[src/rtl/ptmch_trg_log.sv]
// Trigger event logger: rising-edge detect on TRG_PLS, timestamped FWFT FIFO,
// saturating per-channel event counters and a sticky drop flag.
module ptmch_trg_log #(
    parameter int P_CH         = 5,
    parameter int P_TS_W       = 24,
    parameter int P_FIFO_DEPTH = 16,
    parameter int P_CNT_W      = 16
) (
    input  logic                              CLK160M,
    input  logic                              RESET,
    input  logic [P_CH-1:0]                   TRG_PLS,
    input  logic                              CLR_CNT,
    output logic                              EVT_VALID,
    input  logic                              EVT_READY,
    output logic [P_CH+P_TS_W-1:0]            EVT_DATA,
    output logic [$clog2(P_FIFO_DEPTH):0]     FIFO_LEVEL,
    output logic                              OVF,
    input  logic [2:0]                        CNT_SEL,
    output logic [P_CNT_W-1:0]                CNT_VAL
);

    localparam int AW = $clog2(P_FIFO_DEPTH);
    localparam int LW = AW + 1;
    localparam int DW = P_CH + P_TS_W;

    localparam logic [LW-1:0]      DEPTH_L = LW'(P_FIFO_DEPTH);
    localparam logic [P_CNT_W-1:0] CNT_MAX = '1;

    logic [P_TS_W-1:0]  ts;
    logic [P_CH-1:0]    trg_1d;
    logic [P_CH-1:0]    rise;

    logic [DW-1:0]      mem [P_FIFO_DEPTH];
    logic [AW-1:0]      wr_ptr;
    logic [AW-1:0]      rd_ptr;
    logic [LW-1:0]      level;
    logic [DW-1:0]      last_q;

    logic               push;
    logic               pop;
    logic               empty;
    logic               full;
    logic               wr_en;
    logic               drop;

    logic [P_CNT_W-1:0] cnt [P_CH];
    logic [P_CNT_W-1:0] sel_cnt;
    logic [P_CNT_W-1:0] cnt_val_q;
    logic               ovf_q;

    assign rise  = TRG_PLS & ~trg_1d;
    assign empty = (level == '0);
    assign full  = (level == DEPTH_L);
    assign push  = |rise;
    assign pop   = !empty && EVT_READY;

    // A pop frees the slot the push needs, so full+pop+push never drops.
    assign wr_en = push && (!full || pop);
    assign drop  = push && full && !pop;

    always_ff @(posedge CLK160M) begin
        if (RESET) begin
            ts <= '0;
        end else begin
            ts <= ts + 1'b1;
        end
    end

    // All-ones reset keeps a pulse held across reset release from logging.
    always_ff @(posedge CLK160M) begin
        if (RESET) begin
            trg_1d <= '1;
        end else begin
            trg_1d <= TRG_PLS;
        end
    end

    always_ff @(posedge CLK160M) begin
        if (wr_en) begin
            mem[wr_ptr] <= {rise, ts};
        end
    end

    always_ff @(posedge CLK160M) begin
        if (RESET) begin
            wr_ptr <= '0;
            rd_ptr <= '0;
            level  <= '0;
            last_q <= '0;
        end else begin
            if (wr_en) begin
                wr_ptr <= wr_ptr + 1'b1;
            end
            if (pop) begin
                rd_ptr <= rd_ptr + 1'b1;
                last_q <= mem[rd_ptr];
            end
            unique case ({wr_en, pop})
                2'b10:   level <= level + 1'b1;
                2'b01:   level <= level - 1'b1;
                default: level <= level;
            endcase
        end
    end

    always_ff @(posedge CLK160M) begin
        if (RESET) begin
            for (int i = 0; i < P_CH; i++) begin
                cnt[i] <= '0;
            end
        end else if (CLR_CNT) begin
            for (int i = 0; i < P_CH; i++) begin
                cnt[i] <= '0;
            end
        end else begin
            for (int i = 0; i < P_CH; i++) begin
                if (rise[i] && cnt[i] != CNT_MAX) begin
                    cnt[i] <= cnt[i] + 1'b1;
                end
            end
        end
    end

    // A drop in the clear cycle still leaves the flag set.
    always_ff @(posedge CLK160M) begin
        if (RESET) begin
            ovf_q <= 1'b0;
        end else if (drop) begin
            ovf_q <= 1'b1;
        end else if (CLR_CNT) begin
            ovf_q <= 1'b0;
        end
    end

    always_comb begin
        sel_cnt = '0;
        for (int i = 0; i < P_CH; i++) begin
            if (CNT_SEL == 3'(i)) begin
                sel_cnt = cnt[i];
            end
        end
    end

    always_ff @(posedge CLK160M) begin
        if (RESET) begin
            cnt_val_q <= '0;
        end else begin
            cnt_val_q <= sel_cnt;
        end
    end

    assign EVT_VALID  = !empty;
    assign EVT_DATA   = empty ? last_q : mem[rd_ptr];
    assign FIFO_LEVEL = level;
    assign OVF        = ovf_q;
    assign CNT_VAL    = cnt_val_q;

endmodule

[config.mk]
export PLATFORM = sky130hd
export DESIGN_NAME = ptmch_trg_log
export DESIGN_NICKNAME = d
export VERILOG_FILES = /design/src/rtl/ptmch_trg_log.sv
export SDC_FILE = /design/constraint.sdc
export NUM_CORES = 1
export LEC_CHECK = 0
export CORE_MARGIN = 1.5
export CORE_UTILIZATION = 40
export DETAILED_ROUTE_END_ITERATION = 10
export PLACE_DENSITY = 0.63
export SLEW_MARGIN = 25
export SYNTH_ARGS = -nofsm -noshare
export SYNTH_HDL_FRONTEND = slang
export SYNTH_SLANG_ARGS = --single-unit
[constraint.sdc]
create_clock -name CLK160M -period 4.48 [get_ports CLK160M]
set_input_delay 0.896 -clock CLK160M [delete_from_list [all_inputs] [get_ports CLK160M]]
set_output_delay 0.896 -clock CLK160M [all_outputs]
set_load 0.02 [all_outputs]
Word level (Yosys, flattened, before mapping)
Memories as Yosys holds them, arrays and structs flattened. A register that Yosys moved wholly into a read port is not among the register bits.
Cells that the tools add are included.
- add/sub/neg operators: 10
- $mul: 0
- div/mod/pow operators: 0
- $lt $le $gt $ge: 0
- equality and inequality tests: 12
- shifts and indexed selects: 0
- mux-type cells: 48
- bitwise gates (word level): 12
- reduce and logical (&&, ||, !) cells: 18
- operators with widths (operator ; number):
    $mux W16 ; 15
    $add A16 B1 Y16 const B ; 5
    $ne A16 B16 Y1 const B ; 5
    $mux W1 ; 29
    $mux W29 ; 1
    $add A24 B1 Y24 const B ; 1
    $or A1 B1 Y1 ; 10
    $pmux W5 S2 ; 1
    $logic_and A1 B1 Y1 ; 9
    $add A4 B1 Y4 const B ; 2
    $mux W4 ; 2
    $eq A3 B2 Y1 const B ; 2
    $add A5 B1 Y5 const B ; 1
    $and A5 B5 Y5 ; 1
    $eq A5 B5 Y1 const B ; 1
    $logic_not A5 Y1 ; 1
    $not A5 Y5 ; 1
    $reduce_or A5 Y1 ; 1
    $sub A5 B1 Y5 const B ; 1
    $reduce_bool A2 Y1 ; 2
    $eq A3 B1 Y1 const B ; 1
    $eq A3 B3 Y1 const B ; 1
    $logic_not A1 Y1 ; 3
    $logic_not A3 Y1 ; 1
    3 further kinds ; 3
- register bits: 88
- bits in latches: 0
- bits in writable memories: 544
- ROM bits: 0
- bits of input ports: 12
- output and inout bits: 52
- memories kept: 2
- memories (memory ; words ; width ; read ports ; clocked after memory_dff ; write ports ; RTL line ; RTL):
    mem ; 16 ; 29 ; 1 ; 1 ; 1 ; 33 ; logic [DW-1:0] mem [P_FIFO_DEPTH];
    cnt ; 5 ; 16 ; 5 ; 0 ; 5 ; 46 ; logic [P_CNT_W-1:0] cnt [P_CH];

Longest topological paths before layout
- word-level depth: 8
- depth in mapped cells: 10

Worst setup path before layout
Ideal clock, no wire load.
- path kind: input port to flip-flop
- start point: in TRG_PLS[2]
- end point: mem mem[3][0] (netlist bit) (enable)
- setup time: 0.451 ns
- arrival: 4.048 ns
- required time: 4.029 ns
- setup slack: -0.020 ns
- cell stages on the path: 4
- path buffers: 0
- path through: nor2b_1 -> nor4_2 -> a211o_1 -> nor3_1
- cells in the longest elaborated chain, start to end: 5
- ends and longest elaborated chain (what ; RTL line ; RTL):
    from (decl) ; 11 ; input logic [P_CH-1:0] TRG_PLS,
    $and A5 B5 Y5 ; 51 ; assign rise = TRG_PLS & ~trg_1d;
    $reduce_or A5 Y1 ; 54 ; assign push = |rise;
    $logic_and A1 B1 Y1 ; 58 ; assign wr_en = push && (!full || pop);
    $mux W1 ; 79 ; if (wr_en) begin
    $mux W1 (implied by the code) ; 80 ; mem[wr_ptr] <= {rise, ts};
    to (decl) ; 33 ;
Every way passes these cells.

Worst setup path in the final report
- start point: reg level[1], in the netlist FIFO_LEVEL[1]
- end point: out EVT_DATA[13]
- cells in the longest elaborated chain, start to end: 2
- ends and longest elaborated chain (what ; RTL line ; RTL):
    from (decl) ; 36 ; logic [LW-1:0] level;
    from (signal assigned) ; 99 ; 2'b10: level <= level + 1'b1;
    from (signal assigned) ; 100 ; 2'b01: level <= level - 1'b1;
    from (signal assigned) ; 101 ; default: level <= level;
    $logic_not A5 Y1 ; 52 ; assign empty = (level == '0);
    $mux W29 ; 153 ; assign EVT_DATA = empty ? last_q : mem[rd_ptr];
    to (decl) ; 15 ; output logic [P_CH+P_TS_W-1:0] EVT_DATA,
Every way passes these cells.

==> impl_metrics.yaml <==
power_and_ir_drop:
  ir_worst_vdd_uv: 336.5
  p_clk_frac: 0.337
  p_int_w: 0.01146
  share_seq_of_total_power: 0.437
  switching_share: 0.2821
  p_switching_w: 0.004501
  power_frac_comb: 0.227
  p_leak_nw: 9.873
  power.density_mw_per_mm2: 530.0
placement:
  place_area_mm2: 0.02792
  pre_cts_slack_ns: 0.5692
  place_inst: 2459
  dp_hpwl_um: 32510
  io_buffers: 63
  gp_congestion: 0.7993
global_route:
  gr-total-overflow: 0
  grt_max_degree: 81
  grt_pass1_vias: 14420
  antenna_found_initial: 0
  grt_pass1_wl_um: 89270
  grt.total_usage: 0.1785
setup_path:
  cp.required_ns: 3.58
  worstPathArrival_ns: 3.33
  critical_path_class: "reg -> out"
  cp_max_fo: 18
  cp-start-kind: "flop"
  end_kind: "output port"
floorplanning:
  io_pins: 64
  initial_utilization: 0.4041
  design.core.area_mm2: 0.06435
  rows: 93
  die_h_um: 258.0
  design.die.area_mm2: 0.06655
  die_w_um: 258.0
sta:
  rsz0062_at_grt: "no"
  fin_worst_skew_ns: 0.02252
  drv_slew: 0
  setup_viol: 0
  finalCritPeriodShare: 0.9438
  slew_headroom: 0.2922
  fmax_mhz: 236.5
  setup_tns_ns: 0
  worst_slew_pin_slew_ns: 1.061
  fin_ws_ns: 0.2519
  finalCriticalPeriod_ns: 4.228
  hold_violations: 0
clock_tree:
  htree_levels: 3
  clkTransAtPathRegs_ns: 0.06
  cts.repair.resized: 0
  clockRootBuffer: "clkbuf_16"
  cts_tree: "done"
  post-cts-setup-buffers: 0
  cts_made_buffers: 69
  worstSkewPairLatency_ns: 0.61
  numClockSinks: 636
  ctsHoldBuffers: 0
  clk_path_buf_depth: 3
route:
  drtIter0Drc: 1207
  via_count: 14360
  viasPerCell: 5.549
  drtPass1Iterations: 5
  drt-total-wl_um: 59020
  routedWlPerCell_um: 22.81
  drc: 0
  drtAntennaViolNets: 0
final_layout:
  fin_cells: 2588
  final_cell_mix: "edfxtp_1 (544), nand2_1 (163), mux4_2 (129)"
  layout_commonest_cell: "edfxtp_1"
  final_core_util: 0.4679
  fin_area_mm2: 0.03011
  area_growth_pct: 15.78
  nets: 1704
  num-fill-cells: 5420
  final_layout_size_suffix_gt1_frac: 0.1928
synth:
  ys_seq_area_frac: 0.6990
  postSynthAreaPerCell_um2: 16.45
  netlist_area_mm2: 0.02600
  ys_types: 51
  ys_warn_count: 0
  syn_inst: 1581
  synth_edf_count: 544
  ys_ff_latch: 636
  synth_nets: 1608
  ys.flop_type: "edfxtp_1"
  async_flop_share: 0
flow_run:
  drv_cap: 0
worst_hold_path:
  min_path_type: "reg -> reg"
run_status:
  status: "finished clean"
-- Yosys cell counts (23+ instances only) --
library cell	number	area, um^2
buf_2	23	115.1
clkbuf_1	47	176.4
nor2_1	63	236.5
edfxtp_1	544	16340
dfxtp_1	92	1842
a22oi_1	74	555.5
nand3_1	40	200.2
mux4_2	129	2905
and3_1	36	225.2
a22o_1	29	254.0
xor2_1	59	516.8
nand2_1	163	611.8
xnor2_1	38	332.8
a21oi_1	71	355.3
-- cells by family (layout without fill, tap and decap cells) --
kind of cell,count (synthesis),count (layout),synth area share
other,0,1,0
muxes,134,134,0.1137
and+or+nand+nor,381,381,0.07020
buffers and inverters,97,248,0.01747
xor gates and xnor gates,97,97,0.03267
adders and majority gates,15,15,0.007506
DFF,636,636,0.6990
AOI/OAI and AO/OA,221,221,0.05947
-- per-layer routing --
layer | vias up | track usage | routed length [um]
met2 | 459 | 0.2801 | 27790
met5 | - | 0 | 0
met1 | 7400 | 0.2524 | 25840
li1 | 6399 | - | -
met3 | 102 | 0.03102 | 3883
met4 | 0 | 0.06043 | 1505
-- through the flow --
stage,power (W),hold slack (ns)
5_1_grt,0.01661,0.4863
2_1_floorplan,0.009364,0.4421
3_5_place_dp,0.01072,0.4569
4_1_cts,0.01610,0.4759
3_3_place_gp,0.01069,0.4560
6_report,0.01596,0.4731
-- flip-flops by register name, indices dropped and copies added (netlist names), 4 cells and up, named ones only --
| signal | cells |
|---|---|
| FIFO_LEVEL | 5 |
| rd_ptr | 4 |
| wr_ptr | 4 |
| trg_1d | 5 |
| CNT_VAL | 16 |
| cnt | 80 |
| ts | 24 |
| mem | 464 |
| last_q | 29 |
-- area by class of cell --
type	count	area (um^2)	share of cell area
Inverter	13	48.80	0.001621
Tap cell	855	1070	0.03553
Clock buffer	98	1928	0.06404
Timing Repair Buffer	109	1199	0.03981
Multi-Input combinational cell	848	7470	0.2481
Sequential cell	636	18180	0.6040
Clock inverter	28	205.2	0.006815
Antenna cell	1	2.502	0.00008312
-- final timing paths --
check / slack [ns] / end / startpoint / cells after the start
min reg2reg: 0.47 / last_q[24] / last_q[24] / 1
max reg2reg: 1.69 / FIFO_LEVEL[4] / trg_1d[1] / 10
min: 0.47 / last_q[24] / last_q[24] / 1
max: 0.25 / EVT_DATA[13] / FIFO_LEVEL[1] / 7
-- critical path, cell delays in order, from the launching register on --
cell and delay, ns:
dfxtp_1 0.38, or4_1 0.61, nor2_4 0.16, inv_1 0.48
buf_4 0.41, nand2_1 0.07, nand2_1 0.07, clkdlybuf4s50_1 0.54
-- power by group through the flow --
stage          Clock, W  Combinational (W)  Sequential [W]
2_1_floorplan         0            0.00240         0.00697
3_3_place_gp          0            0.00361         0.00708
3_5_place_dp          0            0.00363         0.00709
4_1_cts         0.00549            0.00365         0.00697
5_1_grt         0.00570            0.00390         0.00701
6_report        0.00538            0.00362         0.00697
No activity file was read; power rests on OpenSTA's default activity.
==> RTL edit: new RTL, config.mk and constraints unchanged <==
Make the reset (`RESET`) asynchronous in 6 clocked blocks.
--- a/src/rtl/ptmch_trg_log.sv
+++ b/src/rtl/ptmch_trg_log.sv
@@ -59,5 +59,5 @@
     assign drop  = push && full && !pop;
 
-    always_ff @(posedge CLK160M) begin
+    always_ff @(posedge CLK160M or posedge RESET) begin
         if (RESET) begin
             ts <= '0;
@@ -68,5 +68,5 @@
 
     // All-ones reset keeps a pulse held across reset release from logging.
-    always_ff @(posedge CLK160M) begin
+    always_ff @(posedge CLK160M or posedge RESET) begin
         if (RESET) begin
             trg_1d <= '1;
@@ -82,5 +82,5 @@
     end
 
-    always_ff @(posedge CLK160M) begin
+    always_ff @(posedge CLK160M or posedge RESET) begin
         if (RESET) begin
             wr_ptr <= '0;
@@ -104,5 +104,5 @@
     end
 
-    always_ff @(posedge CLK160M) begin
+    always_ff @(posedge CLK160M or posedge RESET) begin
         if (RESET) begin
             for (int i = 0; i < P_CH; i++) begin
@@ -123,5 +123,5 @@
 
     // A drop in the clear cycle still leaves the flag set.
-    always_ff @(posedge CLK160M) begin
+    always_ff @(posedge CLK160M or posedge RESET) begin
         if (RESET) begin
             ovf_q <= 1'b0;
@@ -142,5 +142,5 @@
     end
 
-    always_ff @(posedge CLK160M) begin
+    always_ff @(posedge CLK160M or posedge RESET) begin
         if (RESET) begin
             cnt_val_q <= '0;
Function: differs if RESET is asserted again (counterexample within 4 cycles, from zero or initial values and one cycle with RESET high); with RESET held inactive, the same outputs for 4 cycles.
==> RTL edit against the original RTL <==
- sequential cell count decreased by 4
- wire length down 2.1%
- sequential share of layout area fell by 1.1 points
- synthesized area rose by 0.76%
- largest cell class unchanged
- worst setup slack got worse by 0.0048 ns
- total power rose by 14%
- design area is 1.7% higher
==> RTL edit: results <==
{
  "worstHoldPathCells": 2,
  "worstPathMaxFanout": 10,
  "r2r_cells": 9,
  "clock_skew_ns": 0.0279,
  "cts_sinks": 632,
  "synthTopCellsByCount": "edfxtp_1 (464), dfrtp_1 (163), nand2_1 (126)",
  "clock_area_share_pct": 7.39,
  "wl_per_cell_um": 21.6,
  "wl_met2_mm": 28.7,
  "first_global_vias": 14800,
  "wl_met1_mm": 25.1,
  "total_leakage_power_uw": 0.0110,
  "grt_pass1_wl_mm": 89.4,
  "multi_input_area_share_pct": 24.9,
  "use_met2_pct": 29.5,
  "multi_input_comb_cells": 907,
  "drtPass1Iterations": 4,
  "p_sw_share_pct": 29.7,
  "post_cts_buffers": 4,
  "seq_share_pct": 59.3,
  "grt_start_max_net_pins": 73,
  "place_area_mm2": 0.0283,
  "routed-wl-met3_mm": 2.68,
  "postLayoutCellArea_mm2": 0.0306,
  "status": "finished clean",
  "routabilityCongestion": 0.838,
  "met1_usage_pct": 23.7,
  "cp.arrival_ns": 3.34,
  "synth_edf_count": 464,
  "dp_cells": 2541,
  "bufAreaShareNonClock_pct": 4.57,
  "hold_end": "last_q[27]",
  "syn_nets": 1675
}
## RTL edit: cell count changes in the layout (fill, tap and decap cells not counted), moves of 36 or more
cell and change:
nand2_1 -37, a22oi_1 -58, dfxtp_1 -90, edfxtp_1 -80, o21ai_0 +80, mux2i_1 +48
nor2_1 +48, dfrtp_1 +159, a21oi_1 -36
## RTL edit: cells by family (layout without fill, tap and decap cells)
group / after synthesis / in the layout / synth area share, %
buffers and inverters: 109 / 279 / 1.73
AOI/OAI and AO/OA: 206 / 206 / 4.67
DFF: 632 / 632 / 69.2
and+or+nand+nor: 396 / 396 / 7.25
muxes: 199 / 199 / 13.3
xor gates and xnor gates: 91 / 91 / 3.04
adders and majority gates: 15 / 15 / 0.745
## RTL edit: critical path: stages (launching register included)
cell and delay (ns):
dfrtp_4 0.47, buf_4 0.22, buf_4 0.26, mux4_2 0.54, mux2_2 0.27, o21ai_0 0.27, o21ai_0 0.14, clkdlybuf4s50_1 0.56
